===== src/rtl/trace_buffer.sv =====
// trace_buffer: captures {PC, instr, destRegData} into a first-word-fall-through
// FIFO from a start pulse until the program counter reaches stop_pc.
// Optional macro TRACE_DEDUP_EN suppresses repeated pushes of the same PC
// (halted or self-looping processor).
module trace_buffer #(
   parameter int DEPTH = 16
) (
   input  logic                     clock,
   input  logic                     reset,
   input  logic [18:0]              PC,
   input  logic [20:0]              instr,
   input  logic [20:0]              destRegData,
   input  logic                     start,
   input  logic [18:0]              stop_pc,
   input  logic                     out_ready,
   output logic                     out_valid,
   output logic [60:0]              out_data,
   output logic [$clog2(DEPTH):0]   level,
   output logic [7:0]               overflow_cnt,
   output logic [1:0]               state
);

   localparam int AW = $clog2(DEPTH);
   localparam logic [AW:0] FULL_LEVEL = (AW + 1)'(DEPTH);
   localparam logic [AW:0] PTR_ONE    = (AW + 1)'(1);

   typedef enum logic [1:0] {
      IDLE    = 2'd0,
      CAPTURE = 2'd1,
      STOPPED = 2'd2
   } state_e;

   state_e      state_q, state_d;
   logic [AW:0] wr_ptr_q, wr_ptr_d;
   logic [AW:0] rd_ptr_q, rd_ptr_d;
   logic [7:0]  ovf_q, ovf_d;
   logic [60:0] mem_q [DEPTH];

   logic [AW:0] level_w;
   logic        full;
   logic        pop;
   logic        push_req;
   logic        push_ok;
   logic        entering_capture;
   logic        dup;

   assign level_w          = wr_ptr_q - rd_ptr_q;
   assign full             = (level_w == FULL_LEVEL);
   assign out_valid        = (level_w != '0);
   assign pop              = out_valid && out_ready;
   assign entering_capture = (state_q != CAPTURE) && (state_d == CAPTURE);
   assign push_req         = (state_q == CAPTURE) && !dup;
   assign push_ok          = push_req && (!full || pop);

   assign level        = level_w;
   assign overflow_cnt = ovf_q;
   assign state        = state_q;
   assign out_data     = out_valid ? mem_q[rd_ptr_q[AW-1:0]] : '0;

`ifdef TRACE_DEDUP_EN
   logic [18:0] last_pc_q, last_pc_d;
   logic        last_vld_q, last_vld_d;

   assign dup = last_vld_q && (PC == last_pc_q);

   // Track the PC of the most recent non-suppressed push; forget it on each new capture
   always_comb begin
      last_pc_d  = last_pc_q;
      last_vld_d = last_vld_q;
      if (entering_capture) begin
         last_vld_d = 1'b0;
      end else if (push_req) begin
         last_pc_d  = PC;
         last_vld_d = 1'b1;
      end
   end

   // Last-PC register with synchronous active-low reset
   always_ff @(posedge clock) begin
      if (!reset) begin
         last_pc_q  <= '0;
         last_vld_q <= 1'b0;
      end else begin
         last_pc_q  <= last_pc_d;
         last_vld_q <= last_vld_d;
      end
   end
`else
   assign dup = 1'b0;
`endif

   // Capture control: start arms capture, reaching stop_pc ends it
   always_comb begin
      state_d = state_q;
      case (state_q)
         IDLE:    if (start) state_d = CAPTURE;
         CAPTURE: if (PC == stop_pc) state_d = STOPPED;
         STOPPED: if (start) state_d = CAPTURE;
         default: state_d = IDLE;
      endcase
   end

   // Pointer advance and saturating count of pushes lost to a full FIFO
   always_comb begin
      wr_ptr_d = wr_ptr_q;
      rd_ptr_d = rd_ptr_q;
      ovf_d    = ovf_q;
      if (push_ok) wr_ptr_d = wr_ptr_q + PTR_ONE;
      if (pop)     rd_ptr_d = rd_ptr_q + PTR_ONE;
      if (push_req && full && !pop && (ovf_q != 8'hFF)) ovf_d = ovf_q + 8'd1;
   end

   // Control registers with synchronous active-low reset
   always_ff @(posedge clock) begin
      if (!reset) begin
         state_q  <= IDLE;
         wr_ptr_q <= '0;
         rd_ptr_q <= '0;
         ovf_q    <= '0;
      end else begin
         state_q  <= state_d;
         wr_ptr_q <= wr_ptr_d;
         rd_ptr_q <= rd_ptr_d;
         ovf_q    <= ovf_d;
      end
   end

   // Entry storage; contents are don't-care until written, reads are masked when empty
   always_ff @(posedge clock) begin
      if (push_ok) mem_q[wr_ptr_q[AW-1:0]] <= {PC, instr, destRegData};
   end

endmodule

===== config.mk =====
export PLATFORM = sky130hd
export DESIGN_NAME = trace_buffer
export DESIGN_NICKNAME = d
export VERILOG_FILES = /design/src/rtl/trace_buffer.sv
export SDC_FILE = /design/constraint.sdc
export NUM_CORES = 1
export LEC_CHECK = 0
export ABC_CLOCK_PERIOD_IN_PS = 9000
export CAP_MARGIN = 20
export CELL_PAD_IN_SITES_DETAIL_PLACEMENT = 0
export CELL_PAD_IN_SITES_GLOBAL_PLACEMENT = 2
export CORE_MARGIN = 2
export CORE_UTILIZATION = 45
export DETAILED_ROUTE_END_ITERATION = 16
export DONT_BUFFER_PORTS = 1
export GPL_TIMING_DRIVEN = 0
export HOLD_SLACK_MARGIN = 0.06
export PLACE_DENSITY = 0.82
export SLEW_MARGIN = 20
export SYNTH_ARGS = -nofsm -noshare
export SYNTH_HDL_FRONTEND = slang
export SYNTH_SLANG_ARGS = --single-unit
export TNS_END_PERCENT = 30

===== constraint.sdc =====
create_clock -name clock -period 9 [get_ports clock]
set_clock_uncertainty 0.05 [all_clocks]
set_input_delay 1.35 -clock clock [delete_from_list [all_inputs] [get_ports clock]]
set_output_delay 1.35 -clock clock [all_outputs]
set_load 0.01 [all_outputs]

Word-level counts from Yosys, hierarchy flattened
Memories as Yosys holds them, arrays and structs flattened. A register that Yosys moved wholly into a read port is not among the register bits.
Cells that the tools add are included.
{"block": "word_totals", "register_bits": 20, "ram_bits": 976, "word_cells": 36, "n_memories": 1}
{"memory": "mem_q", "words": 16, "word_bits": 61, "rd": 1, "rd_clocked_by_memory_dff": 1, "wr": 1, "line_no": "37", "text": "logic [60:0] mem_q [DEPTH];"}
{"block": "op_classes", "add_sub_neg": 4, "eq_ne": 7, "mux": 8, "n_reduce_logical": 12}
{"operator": "$mux W61", "n": 1}
{"operator": "$eq A19 B19 Y1", "n": 1}
{"operator": "$add A5 B1 Y5 const B", "n": 2}
{"operator": "$add A8 B1 Y8 const B", "n": 1}
{"operator": "$mux W4", "n": 2}
{"operator": "$ne A8 B8 Y1 const B", "n": 1}
{"operator": "$eq A5 B5 Y1 const B", "n": 1}
{"operator": "$logic_and A1 B1 Y1", "n": 5}
{"operator": "$reduce_bool A5 Y1", "n": 1}
{"operator": "$sub A5 B5 Y5", "n": 1}
{"operator": "$mux W2", "n": 2}
{"operator": "$ne A2 B1 Y1 const B", "n": 2}
{"operator": "$pmux W2 S2", "n": 1}
{"operator": "$eq A2 B1 Y1 const B", "n": 1}
{"operator": "$eq A2 B2 Y1 const B", "n": 1}
{"operator": "$logic_not A1 Y1", "n": 2}
{"operator": "$logic_not A2 Y1", "n": 1}
{"operator": "$mux W1", "n": 2}
{"operator": "$reduce_and A2 Y1", "n": 1}
{"operator": "$reduce_or A2 Y1", "n": 1}
{"operator": "$logic_or A1 B1 Y1", "n": 1}

Logic depth before layout (Yosys ltp)
Gate-level depths: netlist of the first run.
{"block": "depth", "depth_word": 7, "ltp_mapped": 11, "ltp_nobuf": 9}

Worst setup path before layout of the first run
No wires, ideal clock.
{"block": "synth_path", "kind": "register to register", "start": "register wr_ptr_q[0]", "end": "memory mem_q[3][0], enable pin", "setup_ns": 0.555, "arrival_time_ns": 6.083, "required_time_ns": 8.395, "setup_slack_ns": 2.312, "path_stages_with_launch": 11, "path_buffers": 1, "synth_period_minus_slack_ns": 6.688, "path_cell_list": "dfxtp_1 inv_1 ha_1 inv_1 fa_1 xor2_1 nand4b_1 and2_1 buf_2 o211ai_1 nor3_1"}
{"block": "synth_between", "elab_chain_cells": 7}
{"element": "from (decl)", "line_no": "34", "text": "logic [AW:0] wr_ptr_q, wr_ptr_d;"}
{"element": "from (signal assigned)", "line_no": "122", "text": "wr_ptr_q <= wr_ptr_d;"}
{"element": "$sub A5 B5 Y5 *", "line_no": "47", "text": "assign level_w = wr_ptr_q - rd_ptr_q;"}
{"element": "net level[2]", "line_no": "18", "text": "output logic [$clog2(DEPTH):0] level,"}
{"element": "$eq A5 B5 Y1 or $reduce_bool A5 Y1 (tied branches)", "line_no": "48, 49"}
{"element": "$logic_not A1 Y1 or $logic_and A1 B1 Y1 (tied branches)", "line_no": "53, 50"}
{"element": "$logic_or A1 B1 Y1 *", "line_no": "53", "text": "assign push_ok = push_req && (!full || pop);"}
{"element": "$logic_and A1 B1 Y1 *", "line_no": "53"}
{"element": "$mux W1 *", "line_no": "130", "text": "if (push_ok) mem_q[wr_ptr_q[AW-1:0]] <= {PC, instr, destRegData};"}
{"element": "$mux W1 (not written as such) *", "line_no": "130"}
{"element": "to (decl)", "line_no": "37"}
Mark *: on every way through the listed nets, which the timed path passes. The rest lies on a longest branch.

Final worst setup path of the first run
{"block": "layout_path", "start": "register wr_ptr_q[0]", "end": "output out_data[46]"}
{"block": "layout_between", "elab_chain_cells": 3}
{"element": "$sub A5 B5 Y5", "line_no": "47"}
{"element": "net level[1]", "line_no": "18"}
{"element": "$reduce_bool A5 Y1", "line_no": "49", "text": "assign out_valid = (level_w != '0);"}
{"element": "$mux W61", "line_no": "58", "text": "assign out_data = out_valid ? mem_q[rd_ptr_q[AW-1:0]] : '0;"}
{"element": "to (decl)", "line_no": "17", "text": "output logic [60:0] out_data,"}
The timed path passes the listed nets, and every way through them passes these cells.

==> results of run 1 <==
-- final cells by class --
class,count,area [sq um]
diodes,3,7.507
plain buffers,82,489.2
clock buffers,111,2416
clock inverters,62,560.5
fillers,6421,41420
inverters,8,30.03
multi-input cells,526,8513
flip-flops and latches,1000,29790
well taps,1144,1431
repair buffers,34,628.1
-- layout by cell type, fill, tap and decap left out, drive strengths merged, types with 2 or more instances in the layout --
cell,instances
nand4,11
o21a,3
nand3,5
clkbuf,153
inv,10
clkinv,44
or3,3
and2,3
xnor2,19
a21oi,3
buf,74
nand2b,10
diode,3
a21boi,5
mux4,305
bufinv,9
nor3,3
and3,16
nand3b,3
o41ai,4
mux2i,11
dfxtp,24
nand2,18
edfxtp,976
nor2b,67
o311ai,4
xor2,3
nor3b,2
nor2,3
clkinvlp,7
ha,10
o21ai,5
-- power by group through the flow --
stage               Combinational, W  Sequential (W)  Clock (W)
global placement             0.00280         0.00530          0
floorplan                    0.00203         0.00529          0
finish                       0.00277         0.00520    0.00382
global route                 0.00298         0.00520    0.00405
CTS                          0.00286         0.00520    0.00388
detailed placement           0.00285         0.00530          0
-- cells by family (layout without fill, tap and decap cells) --
family                   count (synthesis)  count (layout)  share of synthesized area
XOR/XNOR                                22              22                   0.004975
AND/OR/NAND/NOR                        148             148                    0.02271
adder cells (fa/ha/maj)                 11              11                   0.003747
other                                    0               3                          0
buffers and inverters                   90             297                    0.01328
multiplexers                           316             316                     0.1808
flip-flops                            1000            1000                     0.7691
AO/OA/AOI/OAI                           29              29                   0.005395
-- layer usage --
| metal | vias to the layer above | GRT usage |
|---|---|---|
| met1 | 9439 | 0.2552 |
| met3 | 130 | 0.04148 |
| li1 | 7194 | - |
| met5 | - | 0 |
| met2 | 670 | 0.3435 |
| met4 | 0 | 0.06217 |
-- critical path: stages (launching register included) --
cell and delay (ns):
dfxtp_1 0.39, inv_1 0.13, ha_1 0.23, inv_1 0.06, fa_1 0.49, nand3b_1 0.20, a211o_1 0.24, a22oi_1 0.50
buf_2 0.55, clkbuf_1 0.67, nor2b_1 0.34
-- state kept, by name, indices dropped and copies added, names as in the netlist, named ones only --
signal	count
state	2
wr_ptr_q	5
overflow_cnt	8
rd_ptr_q	5
mem_q	976
-- how the worst max path moves through the flow --
stage,cells after the start,endpoint,slack (ns),startpoint
final,10,out_data[46],3.15,wr_ptr_q[0]$_SDFFE_PN0P_
after global placement,10,mem_q[3][26]$_DFFE_PP_,-3.42,wr_ptr_q[0]$_SDFFE_PN0P_
after global routing,10,out_data[46],2.94,wr_ptr_q[0]$_SDFFE_PN0P_
after CTS,10,out_data[46],3.10,wr_ptr_q[0]$_SDFFE_PN0P_
after detailed placement,10,out_data[46],3.79,wr_ptr_q[0]$_SDFFE_PN0P_
after floorplan,10,mem_q[3][0]$_DFFE_PP_,2.31,wr_ptr_q[0]$_SDFFE_PN0P_
-- through the flow --
| step | setup slack (ns) | hold WS [ns] |
|---|---|---|
| after global placement | -3.421 | 0.4180 |
| after floorplan | 2.312 | 0.4044 |
| after CTS | 3.101 | 0.4531 |
| after detailed placement | 3.789 | 0.4455 |
| after global routing | 2.935 | 0.4711 |
| final | 3.146 | 0.4524 |
-- Yosys cell counts (all sizes together), types with 4 or more instances --
library cell | number | area (sq um)
o311ai | 4 | 35.03
inv | 8 | 30.03
nand2 | 18 | 67.56
a21boi | 5 | 37.54
o41ai | 4 | 35.03
edfxtp | 976 | 29310
xnor2 | 19 | 166.4
nor2b | 67 | 419.2
mux2i | 11 | 110.1
dfxtp | 24 | 480.5
o21ai | 5 | 25.02
nand3 | 5 | 25.02
mux4 | 305 | 6892
and3 | 16 | 100.1
clkbuf | 39 | 147.6
buf | 43 | 336.6
nand2b | 10 | 62.56
nand4 | 11 | 68.82
ha | 10 | 125.1
==> flow_metrics.tcl, run 1 <==
set metrics [dict create \
    ys_warn_count 0 \
    syn_area_sq_um 38730 \
    timing.final.max_slew_violations 0 \
    hold_buffers 0 \
    maxCapViolCount 0 \
    drcViolationCount 0 \
    globalRouteOverflowTotal 0 \
    setup_violations 0 \
    numClockSinks 1000 \
    vias_per_cell 5.870 \
    async_flop_share 0 \
    grt_pass1_wl_mm 127.1 \
    min_period_ns 5.854 \
    regToRegEndpoint "mem_q[3][23]$_DFFE_PP_" \
    syn_nets 1711 \
    start_kind "register" \
    r2r_cells 14 \
    hold_viol_final 0 \
    met3_length_mm 6.316 \
    met1Wirelength_mm 34.01 \
    grt_usage 0.1994 \
    drt_iter0_drc 1521 \
    highest_layer "met4" \
    synthesis.instances 1616 \
    crit_required_ns 7.60 \
    cts-htree-levels 3 \
    endpoint_kind "output port" \
    synth-edff-count 976 \
    clk_latency_ns 0.62 \
    p_per_area_nw_per_um2 268.8 \
    drive_gt1_frac 0.2841 \
    syn_avg_cell_area_sq_um 23.97 \
    layoutNonFillerInstCount 2970 \
    slew_headroom 0.3416 \
    post-route-util 0.5144 \
    cts_resized 0 \
    ant_nets 0 \
    wl_met2_mm 45.38 \
    synth_cell_types 45 \
    fin_tns_setup_ns 0 \
    clockBufferDepth 3 \
    final_cell_area_sq_um 43860 \
    cp_data_arrival_time_ns 4.45 \
    postPlaceCellArea_sq_um 40860 \
    finalPower_w 0.01179 \
    start_util 0.4542 \
    die_y_um 297.4 \
    p_int_w 0.008601 \
    area_growth_pct 13.25 \
    clkPwrFrac 0.324 \
    ys.flop_type "edfxtp_1" \
    worstMarginPinSlew_ns 0.9876 \
    grt_start_max_net_pins 37 \
    r2r-start "wr_ptr_q[0]$_SDFFE_PN0P_" \
    p_seq_frac 0.441 \
    critPathKind "reg2out" \
    p_comb_frac 0.235 \
    min_from "wr_ptr_q[4]$_SDFFE_PN0P_" \
    dieArea_sq_um 88430 \
    cts_buffers 93 \
    fmaxAchievable_mhz 170.8 \
    first_pass_iters 5 \
    min_path_type "reg2reg" \
    finalCritPeriodShare 0.6504 \
    cts_root_buf "clkbuf_16" \
    status "finished clean" \
    rsz0062_at_grt "false" \
    rows 107 \
    yosys_register_bits 1000 \
    r2r_slack_ns 4.78 \
    portBuffers 0 \
    postCtsSetupBuffers 0 \
    grt_pass1_vias 18175 \
    wl_per_cell_um 29.60 \
    num_vias 17433 \
    leakage_nw 13.22 \
    hold_end "wr_ptr_q[4]$_SDFFE_PN0P_" \
    routabilityCongestion 0.7207 \
    holdPathStages 2 \
    cts_tree "built" \
    p_switching_w 0.003191 \
    dp_hpwl_mm 51.85 \
    fin_nets 1840 \
    core_sq_um 85280 \
    drt-total-wl_mm 87.91 \
    io_pins 161 \
    yosysSeqAreaShare 0.7691 \
    switching_share 0.2706 \
    grt_antenna_before_repair 1 \
    critPathMaxFanout 12 \
    clk_pin_slew_ns 0.06 \
    place_inst 2793 \
    dieWidth_um 297.4 \
    peakVddDrop_v 0.0001707 \
]
(Power assumes the default switching activity.)
==> inputs of run 2 (changes only) <==
ABC_CLOCK_PERIOD_IN_PS = 5400   (was 9000)
clock period = 5.4 ns   (was 9 ns; I/O delays follow)
==> flow_metrics.tcl, run 2 (synthesis gave the netlist of run 1 again) <==
set metrics [dict create \
    status "finished clean" \
    num_vias 17499 \
    largest_reg_flops 976 \
    p_per_area_nw_per_um2 450.9 \
    dieArea_sq_um 88430 \
    grt_usage 0.1994 \
    cts_root_buf "clkbuf_16" \
    cts_buffers 94 \
    post-route-util 0.5153 \
    maxCapViolCount 0 \
    clockBufferDepth 3 \
    finalPower_w 0.01981 \
    slew_headroom 0.3683 \
    final_cell_area_sq_um 43940 \
    diodes 0 \
    grt_pass1_wl_mm 126.4 \
    cts_resized 0 \
    dp_hpwl_mm 50.81 \
    rows 107 \
    cts_tree "built" \
    drt-total-wl_mm 88.05 \
    vias_per_cell 5.922 \
    die_y_um 297.4 \
    hold_viol_final 0 \
    hold_buffers 0 \
    max_stage_delay_ns 0.55 \
    wl_per_cell_um 29.80 \
    grt_pass1_vias 18365 \
    io_pins 161 \
    leakage_nw 13.26 \
    ant_nets 0 \
    dieWidth_um 297.4 \
    drive_gt1_frac 0.2871 \
    worstMarginPinSlew_ns 0.9475 \
    setup_violations 0 \
    critPathTopFamily "buffers and inverters" \
    postPlaceCellArea_sq_um 40880 \
    portBuffers 0 \
    core_sq_um 85280 \
    rsz0062_at_grt "false" \
    mostFrequentLayoutCells "edfxtp_1 (976), mux4_2 (299), clkbuf_16 (97)" \
    cp_common_cell "inv_1" \
    area_growth_pct 13.45 \
    start_util 0.4542 \
    cp_data_arrival_time_ns 4.19 \
    drcViolationCount 0 \
    grt_antenna_before_repair 1 \
    fin_nets 1836 \
    globalRouteOverflowTotal 0 \
    slowest_stage "clkbuf_1" \
    clk_latency_ns 0.63 \
    dp_slack_ns 0.8690 \
    final_common_cell "edfxtp_1" \
    first_pass_iters 5 \
    min_path_type "in2reg" \
    postCtsSetupBuffers 0 \
    grt_start_max_net_pins 37 \
    fin_ws_ns 0.3465 \
    crit_required_ns 4.54 \
    path_cells "inv_1 -> ha_1 -> inv_1 -> fa_1 -> nand3b_1 -> a211o_1 -> a22oi_1 -> buf_2 -> clkbuf_1 -> nor2b_1" \
    finalCritPeriodShare 0.9358 \
    holdWs_ns 0.2222 \
    peakVddDrop_v 0.0002667 \
    endpoint_kind "output port" \
    min_period_ns 5.054 \
    fmaxAchievable_mhz 197.9 \
    numClockSinks 1000 \
    drt_iter0_drc 1836 \
    start_kind "register" \
    cts-htree-levels 3 \
    clk_pin_slew_ns 0.06 \
    critPathMaxFanout 10 \
    routabilityCongestion 0.7320 \
    critPathKind "reg2out" \
    timing.final.max_slew_violations 0 \
    critPathBufInv 4 \
]
-- run 2: cell types whose count changed in the layout (fill, tap and decap cells not counted), moves of 4 or more --
cell / before / now
buf_8: 1 / 6
buf_16: 10 / 17
clkbuf_1: 54 / 50
buf_4: 7 / 0
buf_12: 13 / 4
clkinv_1: 30 / 19
clkinv_2: 10 / 16
-- run 2: worst paths after layout --
| kind | cells after the start | slack, ns | end | startpoint |
|---|---|---|---|---|
| min reg2reg | 2 | 0.44 | wr_ptr_q[4]$_SDFFE_PN0P_ | wr_ptr_q[4]$_SDFFE_PN0P_ |
| max | 10 | 0.35 | out_data[21] | wr_ptr_q[0]$_SDFFE_PN0P_ |
| max reg2reg | 12 | 1.15 | mem_q[2][25]$_DFFE_PP_ | wr_ptr_q[0]$_SDFFE_PN0P_ |
| min | 0 | 0.22 | mem_q[5][19]$_DFFE_PP_ | destRegData[19] |
-- run 2: cell type report --
| cell class | instances | area [sq um] |
|---|---|---|
| well taps | 1144 | 1431 |
| plain buffers | 82 | 489.2 |
| multi-input cells | 526 | 8519 |
| fillers | 6464 | 41340 |
| clock buffers | 111 | 2480 |
| clock inverters | 55 | 551.8 |
| flip-flops and latches | 1000 | 29790 |
| inverters | 8 | 30.03 |
| repair buffers | 29 | 651.9 |
-- run 2: power by group --
part	internal (W)	switching (W)	total (W)
Combinational	0.00208	0.00255	0.00463
Clock	0.00379	0.00273	0.00652
Sequential	0.00863	0.0000341	0.00866
-- run 2: worst register-to-register path, cell delays in order, from the launching register on --
cell	delay, ns
dfxtp_1	0.35
inv_1	0.15
ha_1	0.18
inv_1	0.05
fa_1	0.40
xor2_1	0.37
nand4b_1	0.19
and2_1	0.13
buf_2	0.19
o21a_1	0.27
clkbuf_1	0.44
and3_4	0.73
buf_16	0.36
-- run 2: per-layer routing --
metal,vias to the layer above,track usage,share of wire
li1,7180,-,-
met1,9497,0.2524,0.38
met2,689,0.3420,0.51
met3,133,0.04645,0.078
met4,0,0.06409,0.027
met5,-,0,0
-- run 2: through the flow --
step                      TNS (ns)  std cells
after floorplan                  0       1616
after global placement    -1105.14       2760
after detailed placement         0       2787
after CTS                        0       2953
after global routing             0       2955
final                            0       2955
